**config.mk**
```make
export PLATFORM = sky130hd
export DESIGN_NAME = seg_scan_driver
export DESIGN_NICKNAME = d
export VERILOG_FILES = /design/src/rtl/seg_scan_driver.sv
export SDC_FILE = /design/constraint.sdc
export NUM_CORES = 1
export LEC_CHECK = 0
export BUFFER_PORTS_ARGS = -buffer_cell sky130_fd_sc_hd__buf_2
export CORE_MARGIN = 3
export CORE_UTILIZATION = 40
export DETAILED_ROUTE_END_ITERATION = 6
export PLACE_DENSITY = 0.61
export SKIP_LAST_GASP = 1
export SLEW_MARGIN = 40
export SYNTH_ARGS = -nofsm -noshare
export SYNTH_HDL_FRONTEND = slang
export SYNTH_SLANG_ARGS = --single-unit
```
**constraint.sdc**
```tcl
create_clock -name clk -period 4.1 [get_ports clk]
set_input_delay 0 -clock clk [delete_from_list [all_inputs] [get_ports clk]]
set_output_delay 0 -clock clk [all_outputs]
set_load 0.02 [all_outputs]
```
**src/rtl/seg_scan_driver.sv**
```systemverilog
`default_nettype none
// ============================================================================
// Module   : seg_scan_driver
// Brief    : Multiplexed 7-segment scan driver with shadow register and
//            dead-time anti-ghosting. Optional macro: SEG_LZ_BLANK_EN.
// Revision : 1.0 - initial release
// ============================================================================
module seg_scan_driver #(
    parameter int NUM_DIGITS = 4,
    parameter int SCAN_DIV   = 50000
) (
    input  logic                    clk,
    input  logic                    rst_n,
    input  logic                    en,
    input  logic                    load,
    input  logic [4*NUM_DIGITS-1:0] data_in,
    input  logic [NUM_DIGITS-1:0]   dp_in,
    output logic [6:0]              seg_out,
    output logic                    dp_out,
    output logic [NUM_DIGITS-1:0]   an_out,
    output logic                    frame_tick
);

    localparam int DIV_W = (SCAN_DIV > 1) ? $clog2(SCAN_DIV) : 1;
    localparam int IDX_W = (NUM_DIGITS > 1) ? $clog2(NUM_DIGITS) : 1;
    localparam logic [DIV_W-1:0] DIV_MAX = DIV_W'(SCAN_DIV - 1);
    localparam logic [IDX_W-1:0] IDX_MAX = IDX_W'(NUM_DIGITS - 1);
    localparam logic [6:0]       SEG_OFF = 7'h7F;

    logic [DIV_W-1:0]        div_cnt_q, div_cnt_d;
    logic [IDX_W-1:0]        idx_q, idx_d;
    logic [4*NUM_DIGITS-1:0] shadow_data_q, shadow_data_d;
    logic [NUM_DIGITS-1:0]   shadow_dp_q, shadow_dp_d;
    logic [6:0]              seg_q, seg_d;
    logic                    dp_q, dp_d;
    logic [NUM_DIGITS-1:0]   an_q, an_d;
    logic                    tick_q, tick_d;

    logic                    slot_end;
    logic [3:0]              nib_sel;
    logic                    dp_sel;
    logic                    blank_sel;
    logic [NUM_DIGITS-1:0]   an_sel;
    logic [NUM_DIGITS-1:0]   blank_vec;

    function automatic logic [6:0] hex7(input logic [3:0] v);
        logic [6:0] s;
        case (v)
            4'h0:    s = 7'h40;
            4'h1:    s = 7'h79;
            4'h2:    s = 7'h24;
            4'h3:    s = 7'h30;
            4'h4:    s = 7'h19;
            4'h5:    s = 7'h12;
            4'h6:    s = 7'h02;
            4'h7:    s = 7'h78;
            4'h8:    s = 7'h00;
            4'h9:    s = 7'h10;
            4'hA:    s = 7'h08;
            4'hB:    s = 7'h03;
            4'hC:    s = 7'h46;
            4'hD:    s = 7'h21;
            4'hE:    s = 7'h06;
            default: s = 7'h0E;
        endcase
        return s;
    endfunction

`ifdef SEG_LZ_BLANK_EN
    // A digit is a leading zero when it and everything above it reads zero.
    for (genvar k = 0; k < NUM_DIGITS; k++) begin : g_blank
        if (k == 0) begin : g_lsd
            assign blank_vec[k] = 1'b0;
        end else begin : g_upper
            assign blank_vec[k] = ~(|shadow_data_q[4*NUM_DIGITS-1:4*k]) & ~shadow_dp_q[k];
        end
    end
`else
    assign blank_vec = '0;
`endif

    assign slot_end = (div_cnt_q == DIV_MAX);

    always_comb begin
        nib_sel   = 4'h0;
        dp_sel    = 1'b0;
        blank_sel = 1'b0;
        an_sel    = '1;
        for (int k = 0; k < NUM_DIGITS; k++) begin
            if (idx_q == IDX_W'(k)) begin
                nib_sel   = shadow_data_q[4*k +: 4];
                dp_sel    = shadow_dp_q[k];
                blank_sel = blank_vec[k];
                an_sel[k] = 1'b0;
            end
        end
    end

    always_comb begin
        div_cnt_d     = slot_end ? '0 : div_cnt_q + 1'b1;
        idx_d         = idx_q;
        if (slot_end) begin
            idx_d = (idx_q == IDX_MAX) ? '0 : idx_q + 1'b1;
        end
        shadow_data_d = load ? data_in : shadow_data_q;
        shadow_dp_d   = load ? dp_in   : shadow_dp_q;

        seg_d  = SEG_OFF;
        dp_d   = 1'b1;
        an_d   = '1;
        if (en) begin
            seg_d = blank_sel ? SEG_OFF : hex7(nib_sel);
            dp_d  = ~dp_sel;
            // First cycle of every slot keeps all anodes off to avoid ghosting.
            an_d  = (div_cnt_q == '0) ? '1 : an_sel;
        end
        tick_d = slot_end && (idx_q == IDX_MAX);
    end

    always_ff @(posedge clk or negedge rst_n) begin
        if (!rst_n) begin
            div_cnt_q     <= '0;
            idx_q         <= '0;
            shadow_data_q <= '0;
            shadow_dp_q   <= '0;
            seg_q         <= SEG_OFF;
            dp_q          <= 1'b1;
            an_q          <= '1;
            tick_q        <= 1'b0;
        end else begin
            div_cnt_q     <= div_cnt_d;
            idx_q         <= idx_d;
            shadow_data_q <= shadow_data_d;
            shadow_dp_q   <= shadow_dp_d;
            seg_q         <= seg_d;
            dp_q          <= dp_d;
            an_q          <= an_d;
            tick_q        <= tick_d;
        end
    end

    assign seg_out    = seg_q;
    assign dp_out     = dp_q;
    assign an_out     = an_q;
    assign frame_tick = tick_q;

endmodule
`default_nettype wire

```
==> results.sh <==
export IMPL_vias_per_cell=4.950
export IMPL_layout_cells_most_common="dfrtp_1"
export IMPL_vias=1772
export IMPL_synth_cell_type_count=41
export IMPL_place_detailed_instances=328
export IMPL_multi_input_comb_area_sq_um=1157
export IMPL_top_level_ports=37
export IMPL_required_ps=4340
export IMPL_layout_nets=318
export IMPL_grt_max_degree=52
export IMPL_wire_length_of_the_first_global_routing_pass_um=8576
export IMPL_globalRoute_totalOverflow=0
export IMPL_criticalPathCategory="flip-flop to flip-flop"
export IMPL_number_of_synthesized_flops_with_an_enable_pin=0
export IMPL_finalMaxSlewViolations=0
export IMPL_sum_neg_setup_slack_ps=0
export IMPL_cap_violations=0
export IMPL_syn_num_nets=261
export IMPL_dieArea_sq_um=7312
export IMPL_track_usage=0.1478
export IMPL_irDropWorstVdd_mv=0.2245
export IMPL_inserted_diodes=0
export IMPL_insertion_delay_ps=310
export IMPL_min_delay_path_class="input pin to flip-flop"
export IMPL_postRouteAntennaNets=0
export IMPL_worstPathArrival_ps=2740
export IMPL_finalWeightedCongestion=0.8126
export IMPL_fin_cells=358
export IMPL_cts_tree="built"
export IMPL_asyncSetResetFlopFracSynth=1.000
export IMPL_antenna_found_initial=0
export IMPL_yosysWarningCount=0
export IMPL_detailedPlacementHpwl_um=3318
export IMPL_drtIter0Drc=68
export IMPL_num_fill_cells=553
export IMPL_die_h_um=85.51
export IMPL_wl_per_cell_um=13.82
export IMPL_dieWidth_um=85.51
export IMPL_rsz0062_at_grt="false"
export IMPL_run_status="complete, no violations"
export IMPL_detailedRoute_firstPassIterationCount=4
export IMPL_fraction_of_layout_instances_using_a_drive_strength_above_1=0.2933
export IMPL_final_period_minus_worst_setup_slack_ps=2500
export IMPL_initial_utilization=0.4196
export IMPL_finClkSkew_ps=11.60
export IMPL_ctsResizeCount=0
export IMPL_worst_case_hold_slack_ps=158.9
export IMPL_post_route_period_util=0.6098
export IMPL_report_final_hold_viol_count=0
export IMPL_cellLeakagePower_nw=1.363
export IMPL_max_slew_margin_rel=0.5638
export IMPL_floorplan_core_area_sq_um=6026
export IMPL_place_port_buffers=36
export IMPL_cts_sinks=51
export IMPL_drcViolationCount=0
export IMPL_cts_max_path_buffers=2
export IMPL_area_growth_syn_to_layout_pct=22.96
export IMPL_final_cell_mix="dfrtp_1, buf_2, nand2_1, dlygate4sd3_1, mux2_2"
export IMPL_critical_path_peak_fanout=15
export IMPL_syn_cell_area_sq_um=2529
export IMPL_power_per_cell_area_nw_per_um2=342.2
export IMPL_clk_transition_reported_paths_ps=100
export IMPL_synth_top_flop_cell="dfrtp_1"
export IMPL_timing_worst_slew_pin_value_ps=654.3
export IMPL_root_buffer="clkbuf_8"
export IMPL_finalSetupViolations=0
export IMPL_ff_latch_area_sq_um=1291
export IMPL_synth_area_per_cell_sq_um=11.24
export IMPL_postRouteWirelength_um=4946
export IMPL_endpoint_kind="flip-flop"
export IMPL_cts_buffers=5
export IMPL_htree_levels=2
export IMPL_max_freq_ghz=0.4000
export IMPL_syn_inst=225
export IMPL_ys_seq_elements=51
export IMPL_crit_path_start_kind="flip-flop"
export IMPL_vias_in_the_first_global_route=1769
export IMPL_synth_yosys_seq_area_share=0.5106
export IMPL_placementRows=28
==> sequential cells by signal (all words and copies together), names as in the netlist <==
register and count:
dp_out 1, an_out 4, shadow_data_q 16, idx_q 2, shadow_dp_q 4, frame_tick 1, seg_out 7, div_cnt_q 16
==> synth_stat cells (3+ instances only) <==
cell type   n  area share
o21ai_0     3      0.0059
nand3_1    11       0.022
nor3_1      4      0.0079
inv_1      10       0.015
a31oi_1     4      0.0099
nor2_1     18       0.027
xnor2_1     6       0.021
xor2_1      7       0.024
buf_2       4      0.0079
dfrtp_1    39        0.39
nand2_1    22       0.033
ha_1       12       0.059
nand3b_1    5       0.015
and3_1      3      0.0074
dfstp_2    12        0.12
o21ai_1     3      0.0059
clkbuf_1    4      0.0059
mux2_2     19       0.085
mux2i_1     4       0.016
nor3b_1     3      0.0089
a21oi_1     4      0.0079
==> path summary, 6_finish.rpt <==
| path | endpoint | from | slack, ps | cells past startpoint |
|---|---|---|---|---|
| min in group asynchronous | div_cnt_q[14] | rst_n | 330 | 3 |
| worst max register to register | seg_out[3] | idx_q[0] | 1600 | 8 |
| max in group asynchronous | frame_tick | rst_n | 3350 | 3 |
| worst min-delay path | shadow_data_q[13] | load | 160 | 3 |
| worst max-delay path | seg_out[3] | idx_q[0] | 1600 | 8 |
| worst min register to register | div_cnt_q[0] | div_cnt_q[0] | 490 | 1 |
==> cells by family (layout without fill, tap and decap cells) <==
group                    after synthesis  in the layout  synth area share
buffers and inverters                 19             77           0.03167
AO/OA/AOI/OAI                         25             25           0.07372
multiplexers                          25             25            0.1123
flip-flops                            51             51            0.5106
AND/OR/NAND/NOR                       80             80            0.1672
adder cells (fa/ha/maj)               12             12           0.05937
XOR/XNOR                              13             13           0.04503
==> power breakdown <==
group	switching (W)	internal, W
clock	0.000168	0.000201
sequential	0.0000139	0.000539
combinational	0.0000733	0.0000688
==> worst max-delay path, stage by stage, from the launching register on <==
cell	delay [ps]
dfrtp_1	430
ha_1	460
nand2b_1	180
o22ai_1	80
a31oi_1	410
inv_1	200
ha_1	350
mux2i_1	70
o31a_1	270
==> layer usage <==
layer	vias up	global-route usage	wire length, um
li1	891	-	-
met4	0	0.04748	44
met5	-	0	0
met3	4	0.03746	193
met1	845	0.2063	2495
met2	32	0.2260	2214
==> what timing repair did <==
item	in CTS	in global routing
buffers inserted	0	0
endpoints found under the hold margin	63	0
hold buffers	22	0
==> final cells by class <==
| type | instances | share of cell area |
|---|---|---|
| clock buffers | 6 | 0.02656 |
| repair buffers | 59 | 0.1312 |
| flip-flops and latches | 51 | 0.4153 |
| well taps | 75 | 0.03018 |
| multi-input cells | 155 | 0.3722 |
| clock inverters | 2 | 0.01247 |
| inverters | 10 | 0.01207 |
==> metrics by stage <==
step / setup slack (ps) / instance area [sq um] / total power (W) / util
2_1_floorplan: 1974 / 2529 / 0.0006426 / -
3_3_place_gp: 1784 / 2768 / 0.0006875 / 0.4593
3_5_place_dp: 1644 / 2768 / 0.0006891 / 0.4593
4_1_cts: 1618 / 3109 / 0.001079 / 0.5160
5_1_grt: 1372 / 3109 / 0.001116 / 0.5160
6_report: 1600 / 3109 / 0.001064 / 0.5160
Note: power is estimated with default switching activity, not from simulation.
